<file path="src/rtl/instr_feeder.sv">
// Instruction feeder for the DIN/Run/Done processor core.
// Holds a writable program memory and issues one instruction (plus its immediate for mvi) per core instruction.
module instr_feeder #(
  parameter int AW = 5,
  parameter int DW = 16,
  parameter int CW = 8
) (
  input  logic          Clock,
  input  logic          Reset,
  input  logic          ProgWe,
  input  logic [AW-1:0] ProgAddr,
  input  logic [DW-1:0] ProgData,
  input  logic          Start,
  input  logic [AW-1:0] LastAddr,
  input  logic          Done,
  output logic [DW-1:0] DIN,
  output logic          Run,
  output logic [AW-1:0] PC,
  output logic          Busy,
  output logic          Finished,
  output logic          ErrTimeout,
  output logic [CW-1:0] InstrCount
);

  localparam logic [2:0] OpMvi = 3'b001;

  typedef enum logic [1:0] {IDLE, ISSUE, IMM, WAIT} stateT;

  stateT         state, stateNext;
  logic [DW-1:0] progMem [2**AW];
  logic [DW-1:0] memRd;
  logic [DW-1:0] heldWord;
  logic [AW-1:0] lastAddrReg;
  logic [1:0]    waitCnt;
  logic          last;
  logic          lastEff;
  logic          complete;
  logic          timeoutHit;
  logic          errReg;

  assign memRd = progMem[PC];

  // Program memory is not reset; the loader owns its contents.
  always_ff @(posedge Clock) begin
    if (ProgWe && !Busy) begin
      progMem[ProgAddr] <= ProgData;
    end
  end

  always_ff @(posedge Clock or posedge Reset) begin
    if (Reset) begin
      state <= IDLE;
    end else begin
      state <= stateNext;
    end
  end

  // The immediate word of an mvi can itself sit at LastAddr, so IMM folds its own address into the last check.
  always_comb begin
    stateNext  = state;
    complete   = 1'b0;
    timeoutHit = 1'b0;
    lastEff    = last | ((state == IMM) && (PC == lastAddrReg));
    case (state)
      IDLE: begin
        if (Start) begin
          stateNext = ISSUE;
        end
      end
      ISSUE: begin
        stateNext = (memRd[15:13] == OpMvi) ? IMM : WAIT;
      end
      IMM: begin
        if (Done) begin
          complete = 1'b1;
        end else begin
          stateNext = WAIT;
        end
      end
      WAIT: begin
        if (Done) begin
          complete = 1'b1;
        end else if (waitCnt == 2'd3) begin
          timeoutHit = 1'b1;
          complete   = 1'b1;
        end
      end
      default: stateNext = IDLE;
    endcase
    if (complete) begin
      stateNext = lastEff ? IDLE : ISSUE;
    end
  end

  always_comb begin
    DIN = '0;
    case (state)
      ISSUE, IMM: DIN = memRd;
      WAIT:       DIN = heldWord;
      default:    DIN = '0;
    endcase
  end

  assign Run        = (state == ISSUE);
  assign Busy       = (state != IDLE);
  assign ErrTimeout = errReg | timeoutHit;

  always_ff @(posedge Clock or posedge Reset) begin
    if (Reset) begin
      PC          <= '0;
      heldWord    <= '0;
      lastAddrReg <= '0;
      waitCnt     <= '0;
      last        <= 1'b0;
      errReg      <= 1'b0;
      Finished    <= 1'b0;
      InstrCount  <= '0;
    end else begin
      case (state)
        IDLE: begin
          if (Start) begin
            lastAddrReg <= LastAddr;
            PC          <= '0;
            InstrCount  <= '0;
            errReg      <= 1'b0;
          end
        end
        ISSUE: begin
          PC       <= PC + AW'(1);
          last     <= (PC == lastAddrReg);
          waitCnt  <= 2'd1;
          heldWord <= memRd;
        end
        IMM: begin
          PC       <= PC + AW'(1);
          last     <= lastEff;
          heldWord <= memRd;
          if (!Done) begin
            waitCnt <= 2'd2;
          end
        end
        WAIT: begin
          if (!Done && (waitCnt != 2'd3)) begin
            waitCnt <= waitCnt + 2'd1;
          end
        end
        default: ;
      endcase
      if (timeoutHit) begin
        errReg <= 1'b1;
      end
      if (complete) begin
        InstrCount <= InstrCount + CW'(1);
      end
      Finished <= complete && lastEff;
    end
  end

endmodule

</file>
<file path="config.mk">
export PLATFORM = sky130hd
export DESIGN_NAME = instr_feeder
export DESIGN_NICKNAME = d
export VERILOG_FILES = /design/src/rtl/instr_feeder.sv
export SDC_FILE = /design/constraint.sdc
export NUM_CORES = 1
export LEC_CHECK = 0
export ABC_AREA = 1
export BUFFER_PORTS_ARGS = -buffer_cell sky130_fd_sc_hd__buf_2
export CAP_MARGIN = 40
export CELL_PAD_IN_SITES_DETAIL_PLACEMENT = 1
export CELL_PAD_IN_SITES_GLOBAL_PLACEMENT = 2
export CORE_UTILIZATION = 43
export DETAILED_ROUTE_END_ITERATION = 8
export PLACE_DENSITY = 0.9
export SKIP_CTS_REPAIR_TIMING = 1
export SKIP_LAST_GASP = 1
export SLEW_MARGIN = 20
export SYNTH_ARGS = -nofsm -noshare
export SYNTH_HDL_FRONTEND = slang
export SYNTH_SLANG_ARGS = --single-unit
</file>
<file path="constraint.sdc">
create_clock -name Clock -period 2.6 [get_ports Clock]
set_input_delay 0.13 -clock Clock [delete_from_list [all_inputs] [get_ports Clock]]
set_output_delay 0.13 -clock Clock [all_outputs]
set_load 0.02 [all_outputs]
</file>
==> results.py <==
metrics = {
    "floorplan": {
        "die_area_sq_um": 53300,
        "die_w_microns": 231,
        "rows": 83,
        "io-pin-count": 64,
        "core_area_sq_um": 51500,
        "start_util": 0.438,
        "die_y_microns": 231,
    },
    "worst_setup_path": {
        "arrival_ns": 2.90,
        "start_kind": "flip-flop",
        "cp_data_required_time_ns": 2.47,
        "end_kind": "output port",
        "worstSetupPathType": "reg2out",
        "cp_max_fo": 8,
    },
    "layout": {
        "final_common_cell": "edfxtp_1",
        "ff_latch_area_sq_um": 16400,
        "multi_input_area_sq_um": 5560,
        "synthToLayoutAreaGrowth_pct": 18.5,
        "diodes": 0,
        "drive_above_1_share": 0.159,
        "fin_nets": 2013,
        "layout_common_cells": "edfxtp_1, nor2_1, nand2_1",
        "fillers": 5256,
    },
    "global_routing": {
        "grt_overflow": 0,
        "top_usage_layer": "met2",
        "grt_pass1_vias": 16200,
        "grt_pass1_wl_microns": 100000,
        "grt_max_degree": 110,
        "use_met1": 0.333,
        "grt_antenna_before_repair": 0,
        "met3_usage": 0.0368,
        "met2_usage": 0.423,
        "groute.usage.overall": 0.253,
    },
    "yosys": {
        "yosysTopAreaCell": "edfxtp_1",
        "synth_edf_count": 512,
        "synth_top_area_frac": 0.682,
        "syn-instance-count": 1854,
        "syn_nets": 1892,
        "ys_types": 37,
        "synth_area_per_cell_sq_um": 12.2,
        "synthFlopType": "edfxtp_1",
        "synth_warnings": 0,
        "async_flop_share": 0.0741,
        "synth_seq_cells": 553,
        "ys_seq_area_frac": 0.728,
        "synth_area_sq_um": 22500,
        "synth.area.top_cells": "edfxtp_1, o21ai_0, nor2_1",
    },
    "sta": {
        "report.final.slew_viol_count": 0,
        "hold_ws_ns": -0.0110,
        "hold_viol": 2,
        "tns_ns": -5.28,
        "setup_viol_count_final": 16,
        "rsz0062_at_grt": "yes",
        "layout_setup_ws_ns": -0.431,
        "max_slew_margin": 0.521,
        "post-route-min-period_ns": 3.03,
        "clock_skew_ns": 0.0148,
        "tightest_slew_ns": 0.719,
        "period_share": 1.17,
        "fmax_ghz": 0.330,
    },
    "status": {
        "violations": "negative hold slack, negative setup slack",
        "status": "finished, violations left",
    },
    "cts": {
        "cts_buffer_depth": 3,
        "clk_root_buffer_cell": "clkbuf_16",
        "htreeDepth": 2,
        "clkLatencyLatePin_ns": 0.63,
        "path_clk_slew_ns": 0.06,
        "cts_buffers": 55,
        "clock-sinks": 553,
        "cts_tree": "built",
    },
    "job": {
        "maxCapViolCount": 0,
    },
    "power_and_ir_drop": {
        "powerDensity_nw_per_um2": 1130,
        "power.leakage_nw": 9.37,
        "ir_drop_mv": 0.600,
    },
    "place": {
        "dp_hpwl_microns": 39500,
        "portBuffers": 63,
        "globalplace.congestion": 0.797,
    },
    "detailed_routing": {
        "vias": 16300,
        "wl_per_cell_microns": 27.5,
        "drtIter0Drc": 1956,
        "ant_nets": 0,
        "vias_per_cell": 6.03,
        "firstDrtPassIters": 6,
        "totalWireLength_microns": 74200,
        "drc": 0,
    },
    "worst_hold_path": {
        "hold_class": "in2reg",
    },
}
==> cell families (layout without fill, tap and decap cells) <==
| family | Yosys count | in the layout | share of synthesized area |
|---|---|---|---|
| flops | 553 | 553 | 0.728 |
| simple gates | 722 | 722 | 0.128 |
| compound gates | 405 | 405 | 0.100 |
| buf+inv | 161 | 322 | 0.0374 |
| fa+ha+maj | 7 | 7 | 0.00389 |
| xor+xnor | 6 | 6 | 0.00233 |
==> sequential cells by signal (all words and copies together) (netlist names) <==
register,cells
Finished,1
InstrCount,8
PC,5
errReg,1
heldWord,16
last,1
lastAddrReg,5
progMem,512
state,2
waitCnt,2
==> cell usage after synthesis (3+ instances only) <==
cell        n
a21oi_1    48
a21oi_2     3
buf_1       5
buf_2      39
buf_4      13
buf_6      15
clkbuf_1   36
clkinv_1    3
dfrtp_1    41
edfxtp_1  512
ha_1        7
inv_1      45
nand2_1   292
nand3_1    94
nand4_1     9
nor2_1    314
nor3_1      4
nor3b_1     3
o211ai_1   42
o21ai_0   236
o21ai_1     9
o221ai_1   10
o22ai_1    51
xor2_1      4
==> cell type report <==
type,instances,share of cell area
sequential,553,0.614
clock buffer,68,0.0541
timing repair inverter,1,0.00112
tap,680,0.0318
multi-input combinational,1140,0.208
clock inverter,29,0.0118
inverter,50,0.00759
timing repair buffer,174,0.0713
==> critical path, stage by stage, from the launching register on <==
cell,delay [ns]
dfrtp_4,0.52
buf_4,0.17
buf_4,0.17
clkbuf_16,0.18
nand2_1,0.09
o21ai_0,0.11
o22ai_1,0.19
nand2_1,0.10
nand2_1,0.08
a21oi_1,0.06
nand2_1,0.14
nand3_4,0.11
a21oi_2,0.15
buf_2,0.18
==> final timing paths <==
path | startpoint | end | slack (ns) | cells after the start
max | PC[0] | DIN[10] | -0.43 | 13
min | Start | lastAddrReg[2] | -0.01 | 5
max reg2reg | state[0] | progMem[3][13] | 0.14 | 7
min reg2reg | heldWord[9] | heldWord[9] | 0.48 | 2
max in group asynchronous | Reset | PC[0] | 1.58 | 5
min in group asynchronous | Reset | heldWord[11] | 0.53 | 4
==> per-layer routing <==
metal | vias up | share of wire
li1 | 6895 | -
met1 | 8362 | 0.39
met2 | 840 | 0.50
met3 | 165 | 0.076
met4 | 0 | 0.037
met5 | - | 0
==> per-stage QoR <==
| step | instances | util | setup WS, ns | area (sq um) | power, mW |
|---|---|---|---|---|---|
| after floorplan | 1854 | - | 0.333 | 22500 | 16.5 |
| after global placement | 2559 | 0.465 | 0.235 | 24000 | 19.6 |
| after detailed placement | 2560 | 0.466 | 0.152 | 24000 | 20.0 |
| after CTS | 2657 | 0.500 | -0.617 | 25800 | 27.9 |
| after global routing | 2695 | 0.519 | -0.478 | 26700 | 31.3 |
| final | 2695 | 0.519 | -0.431 | 26700 | 30.2 |
==> report_power, final <==
| group | switching (mW) | internal (mW) |
|---|---|---|
| Sequential | 0.247 | 10.1 |
| Clock | 3.48 | 4.53 |
| Combinational | 7.89 | 3.94 |
| Total | 11.6 | 18.6 |
Power figures use the tool's default switching activity.
